===== config.mk =====
export PLATFORM = sky130hd
export DESIGN_NAME = reg_write_arbiter
export DESIGN_NICKNAME = d
export VERILOG_FILES = /design/src/rtl/reg_write_arbiter.sv
export SDC_FILE = /design/constraint.sdc
export NUM_CORES = 1
export LEC_CHECK = 0
export CAP_MARGIN = 20
export CORE_MARGIN = 4
export CORE_UTILIZATION = 40
export DETAILED_ROUTE_END_ITERATION = 7
export PLACE_DENSITY_LB_ADDON = 0.05
export SLEW_MARGIN = 5
export SYNTH_ARGS = -nofsm -noshare
export SYNTH_HDL_FRONTEND = slang
export SYNTH_SLANG_ARGS = --single-unit

===== constraint.sdc =====
create_clock -name Clk -period 3.46 [get_ports Clk]
set_input_delay 0.346 -clock Clk [delete_from_list [all_inputs] [get_ports Clk]]
set_output_delay 0.346 -clock Clk [all_outputs]
set_load 0.005 [all_outputs]

===== src/rtl/reg_write_arbiter.sv =====
// Round-robin write arbiter for a shared register bank, with locked bursts
// that let one requester keep the bank for up to MAX_BURST writes.
module reg_write_arbiter #(
    parameter int unsigned WIDTH     = 16,
    parameter int unsigned N_REQ     = 4,
    parameter int unsigned N_REGS    = 8,
    parameter int unsigned MAX_BURST = 4,
    localparam int unsigned ADDR_W   = (N_REGS > 1) ? $clog2(N_REGS) : 1
) (
    input  logic                      Clk,
    input  logic                      Reset,
    input  logic [N_REQ-1:0]          Req,
    input  logic [N_REQ-1:0]          Lock,
    input  logic [N_REQ*ADDR_W-1:0]   Addr,
    input  logic [N_REQ*WIDTH-1:0]    Wdata,
    output logic [N_REQ-1:0]          Ack,
    output logic [N_REGS-1:0]         Reg_Load_En,
    output logic [WIDTH-1:0]          Reg_Data_in,
    output logic                      Err
);

    localparam int unsigned PTR_W   = (N_REQ > 1) ? $clog2(N_REQ) : 1;
    localparam int unsigned BURST_W = 4;
    localparam logic [PTR_W:0]  NREQ_L  = (PTR_W+1)'(N_REQ);
    localparam logic [ADDR_W:0] NREGS_L = (ADDR_W+1)'(N_REGS);
    localparam logic [BURST_W-1:0] MAXB_L = BURST_W'(MAX_BURST);

    typedef enum logic [0:0] {StArb, StLocked} state_t;

    state_t              state_q;
    logic [PTR_W-1:0]    ptr_q;
    logic [PTR_W-1:0]    owner_q;
    logic [BURST_W-1:0]  burst_q;
    logic [N_REQ-1:0]    ack_q;
    logic [N_REGS-1:0]   load_q;
    logic [WIDTH-1:0]    data_q;
    logic                err_q;

    logic [ADDR_W-1:0]   addr_arr  [N_REQ];
    logic [WIDTH-1:0]    wdata_arr [N_REQ];

    logic [N_REQ-1:0]    elig;
    logic                exit_lock;
    logic                grant_valid;
    logic [PTR_W-1:0]    grant_idx;
    logic [PTR_W:0]      cand;
    logic [ADDR_W-1:0]   g_addr;
    logic                addr_ok;
    logic [N_REGS-1:0]   load_d;
    logic [PTR_W-1:0]    ptr_next;

    always_comb begin
        for (int i = 0; i < N_REQ; i++) begin
            addr_arr[i]  = Addr[i*ADDR_W +: ADDR_W];
            wdata_arr[i] = Wdata[i*WIDTH +: WIDTH];
        end
    end

    always_comb begin
        // A requester acked in the previous cycle is never eligible.
        elig      = Req & ~ack_q;
        exit_lock = 1'b0;
        if (state_q == StLocked) begin
            if (!ack_q[owner_q] &&
                (!Req[owner_q] || !Lock[owner_q] || burst_q == MAXB_L)) begin
                exit_lock       = 1'b1;
                elig[owner_q]   = 1'b0;
            end else begin
                elig          = '0;
                elig[owner_q] = Req[owner_q] & ~ack_q[owner_q];
            end
        end

        grant_valid = 1'b0;
        grant_idx   = '0;
        cand        = '0;
        for (int k = 0; k < N_REQ; k++) begin
            cand = {1'b0, ptr_q} + (PTR_W+1)'(k);
            if (cand >= NREQ_L) begin
                cand = cand - NREQ_L;
            end
            if (!grant_valid && elig[cand[PTR_W-1:0]]) begin
                grant_valid = 1'b1;
                grant_idx   = cand[PTR_W-1:0];
            end
        end

        g_addr  = addr_arr[grant_idx];
        addr_ok = ({1'b0, g_addr} < NREGS_L);
        load_d  = '0;
        for (int r = 0; r < N_REGS; r++) begin
            load_d[r] = addr_ok && ({1'b0, g_addr} == (ADDR_W+1)'(r));
        end

        ptr_next = (grant_idx == PTR_W'(N_REQ-1)) ? '0 : grant_idx + PTR_W'(1);
    end

    always_ff @(posedge Clk or negedge Reset) begin
        if (!Reset) begin
            state_q <= StArb;
            ptr_q   <= '0;
            owner_q <= '0;
            burst_q <= '0;
            ack_q   <= '0;
            load_q  <= '0;
            data_q  <= '0;
            err_q   <= 1'b0;
        end else begin
            ack_q  <= '0;
            load_q <= '0;
            err_q  <= 1'b0;
            if (exit_lock) begin
                state_q <= StArb;
            end
            if (grant_valid) begin
                ack_q[grant_idx] <= 1'b1;
                data_q           <= wdata_arr[grant_idx];
                load_q           <= load_d;
                err_q            <= !addr_ok;
                ptr_q            <= ptr_next;
                if (state_q == StLocked && !exit_lock) begin
                    burst_q <= burst_q + BURST_W'(1);
                end else if (Lock[grant_idx] && MAX_BURST > 1) begin
                    state_q <= StLocked;
                    owner_q <= grant_idx;
                    burst_q <= BURST_W'(1);
                end
            end
        end
    end

    assign Ack         = ack_q;
    assign Reg_Load_En = load_q;
    assign Reg_Data_in = data_q;
    assign Err         = err_q;

endmodule

==> metrics.txt, run 1 <==
Num CTS Buffers=5; Antenna Violating Nets Remaining=0; main area contributors after synthesis=dfrtp_1, mux2i_1, mux2_2; Post-synth EDFFs=0; Buf+Inv Stages, Crit Path=3; portion of synthesized cell area occupied by the leading cell type=0.328; launching element of the worst setup path=burst_q[1]; #FFs+latches synth=37; combined flip-flop and latch cell area=927 um2; terminus of the critical flop-to-flop path=owner_q[1]; DRC errors left=0; proportion of synthesized chip area in sequential cells=0.328; R2R Setup Slk=-0.11 ns; number of diodes added for antenna fixing=0; total standard cell area after synthesis=between 2000 and 3000 um2; vertical extent of the die=92.1 um; worst relative slew slack=0.417; Die X-Extent=just over 90 um; Syn. warnings=0; met1 layer wirelength in the final routing=about 3600 um; outcome=finished with violations; minimum period implied by the final worst setup slack=3.57 ns; met2 routed wirelength=about 4400 um; number of levels in the clock H-tree=2; Routability Congestion=0.891; number of max-capacitance violations reported=0; RSZ-0062 raised after global routing=yes; Max Clk Rate=between 0.2 and 0.3 GHz; worst min-delay path class=input pin to asynchronous set/reset pin; total core area=6830 um2; Max IR drop VDD=0.617 mV; async set-or-reset flop fraction in the synthesized netlist=1.00; Starting Density=0.414; library cells used by synthesis=59; count of final setup violators=20; Least-Margin Pin Slew=0.874 ns; top cell types by occurrence after synthesis=mux2i_1, dfrtp_1, nand2_1; count of boundary I/O pins=115; count of hold buffers inserted by post-cts repair=0; worst r2r path cells=13; number of nets in the final layout=519; most frequent cell on the critical path=inv_2; Avg Inst Size Synth=slightly below 10 um2; pin count of the biggest net entering global routing=38; final setup slack of the worst path=-0.105 ns; slowest library cell on the worst path=or4_4; Arr. time, crit path=3.72 ns; Slew Viols, Final=0; Syn-to-layout area delta=68.4%; clk_lat worst skew=0.29 ns; final hold viol count=0; post-layout power=around 6.5 mW; share of final-layout standard cells stronger than drive strength 1=0.294; cell with the most instances after synthesis=mux2i_1; Max Fanout on Critical Path=5; grt ovf=0; worst hold margin=0.160 ns; critical path required time=3.62 ns; Tot GR Track Use=0.190; largest clock skew in the final design=~0.006 ns; antenna violations before repair=0; Cell Rows=30; clock sink count=37; cells traversed along the worst timing path=inv_2 > ha_4 > and3b_2 > or4_4 > a2111oi_4 > a311o_1 > o211ai_1 > a211oi_4 > buf_12 > inv_2 > o221a_4 > o31ai_1 > o31ai_2; fin crit share=1.03; violations in the final reports=setup timing; CP peak stage delay=0.58 ns; clock slew at the register clock pins of the worst setup and hold paths=0.08 ns; total number of vias=roughly 2.8k; post-detailed-route wirelength per cell=16.6 um; most used flip-flop cell after synthesis=dfrtp_1; post-synthesis instance total=286; Initial DRC Count=98; maximum root-to-sink buffer count=2; cell family contributing the most delay on the critical path=compound AO/OA/AOI/OAI gates; Multi-input gate area=2040 um2; total negative slack=-1.34 ns; post-synth top area cell=dfrtp_1; Clk Tree Root Cell=clkbuf_8; launch point of the worst reg-to-reg path=burst_q[1]; post-detailed-routing wire length=8720 um; clock tree from TritonCTS=done; Power Dens Cells=between 1000 and 1500 nW/um2; class of the most critical setup path=flop to flop; # port buffers=113; post-detail-place hpwl=approximately 6300 um; leakage power=1.97 nW; DRT Pass-1 Iters=4; fill count=about 550; syn nets=between 300 and 400; kind of launch point of the worst setup path=flop; via count of the first global-routing pass=2639; highest metal used=met4; die area=8480 um2; Routed met3 length=625 um; wire length of the first global-routing pass=13000 um; crit end category=flop; per-cell via count in the routed design=approximately 5.3
[cells by family after synthesis]
group           after synthesis  share of synthesized area
other cells                   1                    0.00133
flops                        37                      0.328
simple gates                 83                      0.155
compound gates               61                      0.182
buf+inv                      29                     0.0496
xor+xnor                      2                    0.00620
fa+ha+maj                     6                     0.0266
mux                          67                      0.252
[per-stage QoR]
stage | cells | util | worst slack [ns] | cell area [um2]
after floorplan | 286 | - | 0.221 | 2830
after global placement | 503 | 0.615 | -0.0199 | 4200
after detailed placement | 503 | 0.615 | -0.0928 | 4200
after CTS | 511 | 0.631 | 0.000384 | 4310
after global routing | 524 | 0.697 | -0.213 | 4760
final | 524 | 0.697 | -0.105 | 4760
[worst max path at each step]
| stage | to | slack [ns] | cells after the start |
|---|---|---|---|
| finish | owner_q[1] | -0.11 | 13 |
| global route | Reg_Load_En[0] | -0.21 | 13 |
| CTS | owner_q[1] | 0.0004 | 13 |
| detailed placement | Reg_Data_in[15] | -0.09 | 11 |
| global placement | Reg_Load_En[1] | -0.02 | 11 |
| floorplan | ptr_q[1] | 0.22 | 11 |
[report_power, final]
| part | total, mW | internal (mW) | switching (mW) |
|---|---|---|---|
| Sequential | 0.797 | 0.654 | 0.142 |
| Clock | 0.385 | 0.217 | 0.168 |
| Combinational | 5.36 | 2.94 | 2.42 |
| Total | 6.54 | 3.81 | 2.74 |
[worst register-to-register path, stage by stage, from the launching register on]
cell,delay [ns]
dfrtp_1,0.39
inv_2,0.07
ha_4,0.15
and3b_2,0.22
or4_4,0.58
a2111oi_4,0.45
a311o_1,0.22
o211ai_1,0.15
a211oi_4,0.42
buf_12,0.18
inv_2,0.05
o221a_4,0.12
o31ai_1,0.32
o31ai_2,0.12
[timing repair]
action	4_1_cts	5_1_grt
setup endpoints to repair	0	33
gates resized for setup	0	94
setup buffers	0	13
hold endpoints to repair	0	0
[placed cells by master, fill, tap and decap left out, drive strengths merged, types with 6 or more instances in the layout]
cell | Yosys | final
buf | 9 | 39
mux2 | 23 | 23
dfrtp | 37 | 37
nor3 | 11 | 11
mux2i | 43 | 43
clkbuf | 9 | 7
inv | 11 | 11
clkdlybuf4s50 | 0 | 112
o21ai | 22 | 22
ha | 6 | 6
nand2 | 25 | 25
nor2 | 12 | 12
[area by class of cell]
type	count	area share
Timing Repair Buffer	152	0.319
Clock inverter	2	0.00815
Inverter	11	0.00867
Tap cell	96	0.0252
Multi-Input combinational cell	220	0.429
Sequential cell	37	0.195
Clock buffer	6	0.0152
[per-layer routing]
metal,track usage,up-vias
met5,0,-
met4,0.0520,0
met3,0.0525,9
met2,0.321,104
met1,0.236,1339
li1,-,1340
[flip-flops by register name, summed over array words and instances (netlist names)]
name,cells
Reg_Data_in,16
Reg_Load_En,8
Ack,4
burst_q,4
owner_q,2
ptr_q,2
state_q,1
No activity file was read; power rests on OpenSTA's default activity.
==> run 2, diff against run 1 <==
- CAP_MARGIN: 20 -> unset
- RECOVER_POWER: unset -> 100
==> metrics.txt, run 2 (same netlist as run 1, synthesis figures left out) <==
number of levels in the clock H-tree=2; Power Dens Cells=1360 nW/um2; Max IR drop VDD=between 0.6 and 0.7 mV; post-detailed-route wirelength per cell=16.6 um; Max Fanout on Critical Path=5; GR met1 Demand/Resource=0.236; clock sink count=37; Tot GR Track Use=0.190; die area=8480 um2; leakage power=between 2 and 2.5 nW; met2 Resource Use GR=0.321; RSZ-0062 raised after global routing=yes; grt ovf=0; crit end category=flop; Syn-to-layout area delta=68.4%; fin crit share=1.03; Arr. time, crit path=3.73 ns; Cell Rows=30; violations in the final reports=capacitance limit, slew limit, setup timing; GRT met3 Usage=0.0525; worst min-delay path class=flop to flop; via count of the first global-routing pass=2639; Least-Margin Pin Slew=2.09 ns; Initial DRC Count=106; max FFs per register=16; most used routing layer=met2; cell count after placement=503; final setup slack of the worst path=-0.105 ns; Die X-Extent=around 92 um; per-cell via count in the routed design=5.35; antenna violations before repair=0; DRC errors left=0; number of nets in the final layout=519; DRT Pass-1 Iters=4; total core area=6830 um2; Max Clk Rate=between 0.2 and 0.3 GHz; clk_lat worst skew=0.29 ns; number of diodes added for antenna fixing=0; count of boundary I/O pins=115; total number of vias=roughly 2.8k; largest clock skew in the final design=0.00594 ns; clock slew at the register clock pins of the worst setup and hold paths=0.08 ns; maximum root-to-sink buffer count=2; kind of launch point of the worst setup path=flop; number of max-capacitance violations reported=1; Cell Count, Final, Fillers Out=524; count of final setup violators=20; clock tree from TritonCTS=done; wire length of the first global-routing pass=between 10000 and 15000 um; most common cell after layout, fill and taps aside=clkdlybuf4s50_1; minimum period implied by the final worst setup slack=3.57 ns; outcome=finished with violations; class of the most critical setup path=flop to flop; Clk Tree Root Cell=clkbuf_8; post-detailed-routing wire length=8710 um; Slew Viols, Final=38; Routability Congestion=0.891; top library cells by usage in the layout, fill and taps aside=clkdlybuf4s50_1, mux2i_1, dfrtp_1, dlygate4sd3_1, buf_4; pin count of the biggest net entering global routing=38; Antenna Violating Nets Remaining=0; post-layout power=6.49 mW; Starting Density=0.414; vertical extent of the die=92.1 um; Num CTS Buffers=5; post-detail-place hpwl=approximately 6300 um; share of final-layout standard cells stronger than drive strength 1=0.292; critical path required time=3.62 ns; # port buffers=113; worst relative slew slack=-0.392; final hold viol count=0
==> run 2: cell types whose count changed in the layout (fill, tap and decap cells not counted), sizes merged <==
cell / previous run / this run
buf: 39 / 38
clkbuf: 7 / 8
clkdlybuf4s50: 112 / 84
dlygate4sd3: 0 / 28
==> run 2: power by group <==
group | internal (mW) | switching, mW
clock network | 0.217 | 0.168
registers | 0.654 | 0.137
logic | 2.89 | 2.42
==> run 2: through the flow <==
step	worst slack, ns	TNS (ns)	cell area [um2]	utilization	hold slack, ns
after global placement	-0.0199	-0.0393	4200	0.615	0.460
after global routing	-0.213	-4.46	4760	0.697	0.514
after CTS	0.000384	0	4310	0.631	0.184
after detailed placement	-0.0928	-0.415	4200	0.615	0.469
after floorplan	0.221	0	2830	-	0.0504
final	-0.105	-1.36	4760	0.697	0.484
==> run 2: final cells by class <==
cell class | instances | area [um2]
Tap cell | 96 | 120
Fill cell | 552 | 2070
Clock buffer | 6 | 72.6
Clock inverter | 2 | 38.8
Sequential cell | 37 | 927
Timing Repair Buffer | 152 | 1520
Multi-Input combinational cell | 220 | 2040
Inverter | 11 | 41.3
==> run 2: layer usage <==
layer / up-vias / share of wire
met1: 1338 / 0.41
met5: - / 0
li1: 1343 / -
met2: 111 / 0.50
met3: 9 / 0.076
met4: 0 / 0.013
==> run 2: worst paths after layout <==
| kind | start | end | slack, ns | depth (start not counted) |
|---|---|---|---|---|
| setup reg to reg | burst_q[1] | owner_q[1] | -0.11 | 13 |
| min in group asynchronous | Reset | ptr_q[0] | 0.64 | 1 |
| setup / recovery | burst_q[1] | owner_q[1] | -0.11 | 13 |
| hold reg to reg | Reg_Data_in[9] | Reg_Data_in[9] | 0.48 | 2 |
| max in group asynchronous | Reset | owner_q[1] | 1.46 | 1 |
| hold / removal | Reg_Data_in[9] | Reg_Data_in[9] | 0.48 | 2 |
==> run 2: what timing repair did <==
action,CTS,global route
hold buffers,0,0
gates resized for setup,0,94
endpoints found under the hold margin,0,0
endpoints found under the setup margin,0,33
setup buffers,0,13
==> run 2: worst max-delay path, cell delays in order (launching register included) <==
cell and delay (ns):
dfrtp_1 0.39, inv_2 0.07, ha_4 0.15, and3b_2 0.22, or4_4 0.58, a2111oi_4 0.45
a311o_1 0.22, o211ai_1 0.15, a211oi_4 0.42, buf_12 0.18, inv_2 0.04, o221a_4 0.12
o31ai_1 0.32, o31ai_2 0.12
